===== src/rtl/fetch_sequencer_if.sv =====
// Load port, instruction-memory port and datapath fetch handshake for fetch_sequencer.
// The master modport is the sequencer's view; slave is the datapath/memory side.
interface fetch_sequencer_if #(
    parameter int unsigned ADDR_W = 5
);
    logic              start;
    logic              loadValid;
    logic [ADDR_W-1:0] loadAddr;
    logic [31:0]       loadData;
    logic              loadReady;
    logic              stall;
    logic              branchTaken;
    logic [31:0]       branchTarget;
    logic [31:0]       memPC;
    logic [31:0]       memRdata;
    logic              memWrite;
    logic [ADDR_W-1:0] memWaddr;
    logic [31:0]       memWdata;
    logic [31:0]       instr;
    logic [31:0]       instrPC;
    logic              instrValid;
    logic              halted;
    logic              error;

    modport master (
        input  start, loadValid, loadAddr, loadData, stall, branchTaken, branchTarget, memRdata,
        output loadReady, memPC, memWrite, memWaddr, memWdata, instr, instrPC, instrValid,
               halted, error
    );

    modport slave (
        output start, loadValid, loadAddr, loadData, stall, branchTaken, branchTarget, memRdata,
        input  loadReady, memPC, memWrite, memWaddr, memWdata, instr, instrPC, instrValid,
               halted, error
    );
endinterface


===== src/rtl/fetch_sequencer.sv =====
// Program-counter owner for the single-cycle RISC-V datapath: loads instruction memory,
// then fetches one word per cycle with stall, branch redirect and halt detection.
module fetch_sequencer #(
    parameter int unsigned DEPTH    = 32,
    parameter int unsigned ADDR_W   = 5,
    parameter logic [31:0] RESET_PC = 32'h0
) (
    input logic            clock,
    input logic            reset,
    fetch_sequencer_if.master bus
);
    // state | meaning
    // IDLE  | after reset; program load allowed, waiting for start
    // FETCH | one instruction per cycle from memory at pc
    // HALT  | stopped on zero word or end of memory; load allowed
    // ERROR | misaligned branch target seen; waiting for start
    typedef enum logic [1:0] {IDLE, FETCH, HALT, ERROR} state_t;

    localparam logic [29:0] END_WORD = 30'(DEPTH);

    state_t            state;
    logic [31:0]       pc;
    logic [31:0]       instr_q;
    logic [31:0]       instr_pc_q;
    logic              instr_valid_q;
    logic              halted_q;
    logic              error_q;
    logic [ADDR_W-1:0] waddr;

    assign bus.loadReady  = reset && (state == IDLE || state == HALT);
    assign bus.memWrite   = bus.loadValid && bus.loadReady;
    assign waddr          = bus.loadAddr;
    assign bus.memWaddr   = waddr;
    assign bus.memWdata   = bus.loadData;
    assign bus.memPC      = pc;
    assign bus.instr      = instr_q;
    assign bus.instrPC    = instr_pc_q;
    assign bus.instrValid = instr_valid_q;
    assign bus.halted     = halted_q;
    assign bus.error      = error_q;

    always_ff @(posedge clock or negedge reset) begin
        if (!reset) begin
            state         <= IDLE;
            pc            <= RESET_PC;
            instr_q       <= 32'h0;
            instr_pc_q    <= 32'h0;
            instr_valid_q <= 1'b0;
            halted_q      <= 1'b0;
            error_q       <= 1'b0;
        end else begin
            case (state)
                FETCH: begin
                    if (bus.branchTaken) begin
                        // a redirect always flushes, even when the datapath is stalled
                        instr_valid_q <= 1'b0;
                        if (bus.branchTarget[1:0] == 2'b00) begin
                            pc <= bus.branchTarget;
                        end else begin
                            error_q <= 1'b1;
                            state   <= ERROR;
                        end
                    end else if (bus.stall) begin
                        pc <= pc;
                    end else if (pc[31:2] >= END_WORD || bus.memRdata == 32'h0) begin
                        // pc stays on the stopping address so memPC shows where fetch ended
                        instr_valid_q <= 1'b0;
                        halted_q      <= 1'b1;
                        state         <= HALT;
                    end else begin
                        instr_q       <= bus.memRdata;
                        instr_pc_q    <= pc;
                        instr_valid_q <= 1'b1;
                        pc            <= pc + 32'd4;
                    end
                end
                default: begin
                    if (bus.start) begin
                        pc       <= RESET_PC;
                        halted_q <= 1'b0;
                        error_q  <= 1'b0;
                        state    <= FETCH;
                    end
                end
            endcase
        end
    end
endmodule


===== src/flat_wrapper.sv =====
// flat-port wrapper written by rule: the top's interface ports become plain ports
module fetch_sequencer_flat 
#(
    parameter int unsigned DEPTH    = 32,
    parameter int unsigned ADDR_W   = 5,
    parameter logic [31:0] RESET_PC = 32'h0
)
  (clock, reset, bus_start, bus_loadValid, bus_loadAddr, bus_loadData, bus_stall, bus_branchTaken, bus_branchTarget, bus_memRdata, bus_loadReady, bus_memPC, bus_memWrite, bus_memWaddr, bus_memWdata, bus_instr, bus_instrPC, bus_instrValid, bus_halted, bus_error);
  fetch_sequencer_if #(.ADDR_W(ADDR_W)) bus_i ();
  input logic clock;
  input logic reset;
  input wire logic [$bits(bus_i.start)-1:0] bus_start;
  input wire logic [$bits(bus_i.loadValid)-1:0] bus_loadValid;
  input wire logic [$bits(bus_i.loadAddr)-1:0] bus_loadAddr;
  input wire logic [$bits(bus_i.loadData)-1:0] bus_loadData;
  input wire logic [$bits(bus_i.stall)-1:0] bus_stall;
  input wire logic [$bits(bus_i.branchTaken)-1:0] bus_branchTaken;
  input wire logic [$bits(bus_i.branchTarget)-1:0] bus_branchTarget;
  input wire logic [$bits(bus_i.memRdata)-1:0] bus_memRdata;
  output wire logic [$bits(bus_i.loadReady)-1:0] bus_loadReady;
  output wire logic [$bits(bus_i.memPC)-1:0] bus_memPC;
  output wire logic [$bits(bus_i.memWrite)-1:0] bus_memWrite;
  output wire logic [$bits(bus_i.memWaddr)-1:0] bus_memWaddr;
  output wire logic [$bits(bus_i.memWdata)-1:0] bus_memWdata;
  output wire logic [$bits(bus_i.instr)-1:0] bus_instr;
  output wire logic [$bits(bus_i.instrPC)-1:0] bus_instrPC;
  output wire logic [$bits(bus_i.instrValid)-1:0] bus_instrValid;
  output wire logic [$bits(bus_i.halted)-1:0] bus_halted;
  output wire logic [$bits(bus_i.error)-1:0] bus_error;
  assign bus_i.start = bus_start;
  assign bus_i.loadValid = bus_loadValid;
  assign bus_i.loadAddr = bus_loadAddr;
  assign bus_i.loadData = bus_loadData;
  assign bus_i.stall = bus_stall;
  assign bus_i.branchTaken = bus_branchTaken;
  assign bus_i.branchTarget = bus_branchTarget;
  assign bus_i.memRdata = bus_memRdata;
  assign bus_loadReady = bus_i.loadReady;
  assign bus_memPC = bus_i.memPC;
  assign bus_memWrite = bus_i.memWrite;
  assign bus_memWaddr = bus_i.memWaddr;
  assign bus_memWdata = bus_i.memWdata;
  assign bus_instr = bus_i.instr;
  assign bus_instrPC = bus_i.instrPC;
  assign bus_instrValid = bus_i.instrValid;
  assign bus_halted = bus_i.halted;
  assign bus_error = bus_i.error;
  fetch_sequencer #(.DEPTH(DEPTH), .ADDR_W(ADDR_W), .RESET_PC(RESET_PC)) u_core (.clock(clock), .reset(reset), .bus(bus_i));
endmodule

===== config.mk =====
export PLATFORM = sky130hd
export DESIGN_NAME = fetch_sequencer_flat
export DESIGN_NICKNAME = d
export VERILOG_FILES = /design/src/rtl/fetch_sequencer_if.sv /design/src/rtl/fetch_sequencer.sv /design/src/flat_wrapper.sv
export SDC_FILE = /design/constraint.sdc
export NUM_CORES = 1
export LEC_CHECK = 0
export BUFFER_PORTS_ARGS = -buffer_cell sky130_fd_sc_hd__clkbuf_2
export CAP_MARGIN = 5
export CORE_MARGIN = 4
export CORE_UTILIZATION = 50
export CTS_BUF_LIST = sky130_fd_sc_hd__clkbuf_8
export DETAILED_ROUTE_END_ITERATION = 12
export HOLD_SLACK_MARGIN = 0.02
export MAX_ROUTING_LAYER = met4
export PLACE_DENSITY = 0.93
export SLEW_MARGIN = 20
export SYNTH_ARGS = -nofsm -noshare
export SYNTH_HDL_FRONTEND = slang
export SYNTH_SLANG_ARGS = --single-unit

===== constraint.sdc =====
create_clock -name clock -period 3.7 [get_ports clock]
set_input_delay 0.74 -clock clock [delete_from_list [all_inputs] [get_ports clock]]
set_output_delay 0.74 -clock clock [all_outputs]
set_load 0.02 [all_outputs]

# Word-level counts from Yosys, hierarchy flattened
# Index checks and enable logic that the tools add are counted.
# totals
reg_bits	101
inputBits	107
# op_classes
addsub	1
n_lt_le_gt_ge	1
n_eq_ne	13
mux	23
bitwise_logic	3
reduce_logical	14
# ops
op	n
32-bit 2-to-1 mux	6
32-bit by 3-bit adder with 32-bit output (second input constant)	1
32-bit zero test	1
30-bit by 6-bit greater-or-equal comparator with 1-bit output (second input constant)	1
4-bit AND reduction	4
2-bit 2-to-1 mux	6
1-bit 2-to-1 mux	11
3-bit != test (second input constant)	3
2-bit != test (second input constant)	4
3-bit by 2-bit != test with 1-bit output (second input constant)	2
2-bit zero test	2
2-bit by 1-bit != test with 1-bit output (second input constant)	2
1-bit inverter	3
3-bit AND reduction	1
2-bit by 1-bit equality test with 1-bit output (second input constant)	1
2-bit equality test (second input constant)	1
1-bit logical AND	2
1-bit logical OR	2
2-bit AND reduction	1
2-bit nonzero test	1

# Logic depth before layout (Yosys ltp)
# logic_depth
ltp_word	6
ltp_mapped	8

# Worst setup path after synthesis
# OpenSTA, ideal clock, no wires.
# synth_path
kind	input to register
startpoint	input port bus_branchTaken
endpoint	register u_core.pc[6], in the netlist u_core.bus.memPC[6]
setup_ns	0.122
arrival_ns	2.328
required_ns	3.578
setup_slack_ns	1.251
stages	7
path_cell_list	buf_2 -> mux2_2 -> a21oi_1 -> nor4b_2 -> buf_2 -> nand2_1 -> a32o_1
# synth_between
elab_chain_len	2
word_cells_on_any_way	6
# synth_rtl
element	line_no	rtl
start, declared	flat_wrapper.sv:17	input wire logic [$bits(bus_i.branchTaken)-1:0] bus_branchTaken;
3-bit by 2-bit != test with 1-bit output (no source line) (tied with other cells)	n/a	
4-bit AND reduction (no source line) or 32-bit 2-to-1 mux (tied branches)	n/a	
end signal, assigned	fetch_sequencer.sv:58	pc <= bus.branchTarget;
end signal, assigned	fetch_sequencer.sv:64	pc <= pc;
end signal, assigned	fetch_sequencer.sv:74	pc <= pc + 32'd4;
end, declared	fetch_sequencer.sv:22	logic [31:0] pc;
# Several ways; a longest one is shown, not always the timed one.
# A chain may end at the register's enable or synchronous reset.

# Final worst setup path
# layout_path
startpoint	register u_core.pc[19], in the netlist u_core.bus.memPC[19]
endpoint	register u_core.instr_q[18], in the netlist u_core.bus.instr[18]
# layout_between
elab_chain_len	4
# layout_rtl
element	line_no	rtl
30-bit by 6-bit greater-or-equal comparator with 1-bit output	fetch_sequencer.sv:65	end else if (pc[31:2] >= END_WORD || bus.memRdata == 32'h0) begin
1-bit logical OR	fetch_sequencer.sv:65	
1-bit inverter (no source line)	n/a	
4-bit AND reduction (no source line)	n/a	
end signal, assigned	fetch_sequencer.sv:71	instr_q <= bus.memRdata;
end, declared	fetch_sequencer.sv:23	logic [31:0] instr_q;
# Every way passes these cells.

==> impl_metrics.py <==
metrics = {
    "sta": {
        "hold_viol_final": 0,
        "worst_pin_slew_ns": 0.717,
        "finalSetupTns_ns": 0,
        "fmax_mhz": 361,
        "slew_viol_final": 0,
        "rsz0062_at_grt": "false",
        "maxSlewHeadroom": 0.522,
        "setup_ws_ns": 0.929,
        "final.period_utilization": 0.749,
        "worst_clock_skew_ns": 0.0137,
        "setup_viol": 0,
        "layout_min_cycle_time_ns": 2.77,
    },
    "global_route": {
        "grt_overflow": 0,
        "globalRouteTotalUtil": 0.225,
        "grt_pass1_wl_um": 19400,
        "antenna_found_initial": 0,
        "grt_pass1_vias": 3909,
        "grt_start_max_net_pins": 58,
    },
    "placed_design": {
        "placed_area_um2": 5370,
        "pre_cts_slack_ns": 0.862,
        "dp_hpwl_um": 9170,
        "io_buffers": 170,
        "gp_congestion": 0.881,
        "dpl.cell_count": 653,
    },
    "logic_synthesis": {
        "netlist.area_leader.share": 0.538,
        "yosysWarnings": 0,
        "yosys-top-cells-area": "dfrtp_1 54%, buf_4 6.1%, mux2_1 5.8%, mux2_2 3.8%, nor2b_1 3.7%",
        "synth_seq_area_share": 0.538,
        "synth_top_cell_by_area": "dfrtp_1",
        "synth_nets": 528,
        "ys_async_sr_fraction": 1.00,
        "syn_area_um2": 4690,
        "avgSynthCellArea_um2": 11.2,
        "synth.distinct_cells": 46,
        "ys_seq_elements": 101,
        "synth_edf_count": 0,
        "synthCells": 419,
        "synth_flop_cell": "dfrtp_1",
    },
    "floorplanning": {
        "start_util": 0.510,
        "dieArea_um2": 11000,
        "fp.dieW_um": 105,
        "die_h_um": 105,
        "io_pins": 245,
        "fp.coreArea_um2": 9200,
        "rows": 35,
    },
    "clock_tree": {
        "cts_tree": "done",
        "clockBufferDepth": 2,
        "htree_levels": 3,
        "clk_latency_ns": 0.36,
        "cts_resized": 0,
        "post_cts_buffers": 0,
        "root_buffer": "clkbuf_8",
        "clkTransAtPathRegs_ns": 0.11,
        "clock_sinks": 101,
        "postCtsHoldBufs": 0,
        "numCtsBuffers": 9,
    },
    "drt": {
        "viasPerCell": 5.74,
        "first_pass_iters": 5,
        "drc": 0,
        "vias": 3838,
        "wl_per_cell_um": 18.2,
        "drt_iter0_markers": 406,
        "wirelength_um": 12100,
        "antenna_left": 0,
    },
    "flow_run": {
        "drv_cap": 0,
    },
    "critical_path": {
        "required_ns": 3.94,
        "crit_family": "simple AND/OR/NAND/NOR gates",
        "crit_path_start_kind": "flip-flop",
        "max_stage_delay_ns": 0.45,
        "critPathKind": "flip-flop to flip-flop",
        "end_kind": "flip-flop",
        "reg2regPathDepth": 7,
        "crit_chain": "nor4_1, nand4_1, a21oi_1, or3b_4, nor4_4, buf_4, mux2_2",
        "r2r_slack_ns": 0.93,
        "r2r_end": "u_core.bus.instr[18]",
        "slowest_stage": "dfrtp_1",
        "crit_fanout": 35,
        "crit-reg2reg-launch": "u_core.bus.memPC[19]",
        "worst-path-buf-inv": 1,
        "crit_arrival_ns": 3.01,
    },
    "power_and_ir_drop": {
        "ir_drop_mv": 0.306,
        "leakage_nw": 2.91,
        "power.density_nw_per_um2": 716,
        "p_total_mw": 3.98,
    },
    "finish": {
        "diodes": 0,
        "final_layout_size_suffix_gt1_frac": 0.400,
        "fin_nets": 662,
        "fin_area_um2": 5550,
        "final_cells": 669,
        "area_growth_pct": 18.3,
    },
    "worst_hold_path": {
        "hp-class": "primary input to asynchronous set/reset pin",
    },
    "run_status": {
        "status": "finished, final reports clean",
    },
}
## cell families (layout without fill, tap and decap cells)
family / after synthesis / after routing / share of synthesized area
muxes: 41 / 41 / 0.0981
AOI/OAI and AO/OA: 64 / 64 / 0.0938
buffers and inverters: 63 / 202 / 0.0872
DFF: 101 / 101 / 0.538
adders and majority gates: 2 / 2 / 0.00533
and+or+nand+nor: 148 / 148 / 0.177
## worst reg2reg max path: cells and delay by family, from the launching register on
family	cells	cell delay, ns
DFF	1	0.45
AOI/OAI and AO/OA	1	0.23
muxes	1	0.42
buffers and inverters	1	0.43
and+or+nand+nor	4	1.14
## synth_stat cells (2+ instances only)
cell and count:
nand4_1 8, mux2_2 16, inv_1 7, buf_4 38, nor3_1 11, nand3_1 8
a32o_1 4, o21a_1 2, buf_2 6, and2_1 3, ha_1 2, nor3b_1 13
nand2b_1 3, and3_1 4, mux2_1 24, clkbuf_1 7, nor2b_1 28, dfrtp_1 101
nor2_1 23, nor4_1 15, a31o_2 9, a32oi_1 4, and4_1 2, o21ai_0 15
buf_6 3, o22ai_1 2, nand2_1 26, buf_1 2, a221oi_1 2, a21oi_1 14
a22oi_1 2
## through the flow
stage / utilization / hold slack (ns)
after floorplan: - / 0.444
after global placement: 0.584 / 0.461
after detailed placement: 0.584 / 0.468
after CTS: 0.604 / 0.468
after global routing: 0.604 / 0.495
final: 0.604 / 0.472
## placed cells by master (no fill, tap or decap), types with 10 or more instances in the layout
cell type | synthesis | layout
nand2_1 | 26 | 26
o21ai_0 | 15 | 15
nor2b_1 | 28 | 28
buf_4 | 38 | 10
nor3_1 | 11 | 11
dfrtp_1 | 101 | 101
mux2_1 | 24 | 24
mux2_2 | 16 | 16
nor4_1 | 15 | 15
clkbuf_2 | 0 | 169
a21oi_1 | 14 | 14
nor3b_1 | 13 | 13
nor2_1 | 23 | 23
## power by group
group,total [mW],switching [mW],internal (mW),leakage [nW]
combinational,1.63,1.02,0.606,1.45
sequential,1.69,0.297,1.39,1.36
clock,0.659,0.404,0.255,0.0935
total,3.98,1.72,2.25,2.91
## state kept, by name, summed over array words and instances, names as in the netlist
name	count
u_core.bus.memPC	32
u_core.bus.halted	1
u_core.bus.instrValid	1
u_core.bus.instr	32
u_core.state	2
u_core.bus.instrPC	32
u_core.bus.error	1
## worst max-delay path by stage
stage,startpoint,end,slack [ns],depth (start not counted)
4_1_cts,u_core.bus.memPC[19],u_core.bus.instr[11],0.95,7
2_1_floorplan,bus_branchTaken,u_core.bus.memPC[6],1.25,7
3_5_place_dp,bus_memRdata[25],u_core.bus.memPC[23],0.86,8
3_3_place_gp,bus_memRdata[25],u_core.bus.memPC[7],0.96,8
5_1_grt,u_core.bus.memPC[9],u_core.bus.instr[11],0.76,7
6_report,u_core.bus.memPC[19],u_core.bus.instr[18],0.93,7
## area by class of cell
type / instances / area [um2]
clock buffers: 9 / 124
clock inverters: 7 / 57.6
fillers: 755 / 3640
inverters: 7 / 26.3
multi-input cells: 255 / 1760
flip-flops and latches: 101 / 2530
well taps: 111 / 139
repair buffers: 179 / 921
## routing by layer
layer,track usage,wire (um),up-vias
met2,0.367,6130,220
met3,0.0457,1020,32
met1,0.278,4750,1852
li1,-,-,1734
met4,0.0843,248,0
met5,-,0,-
Power figures use the tool's default switching activity.
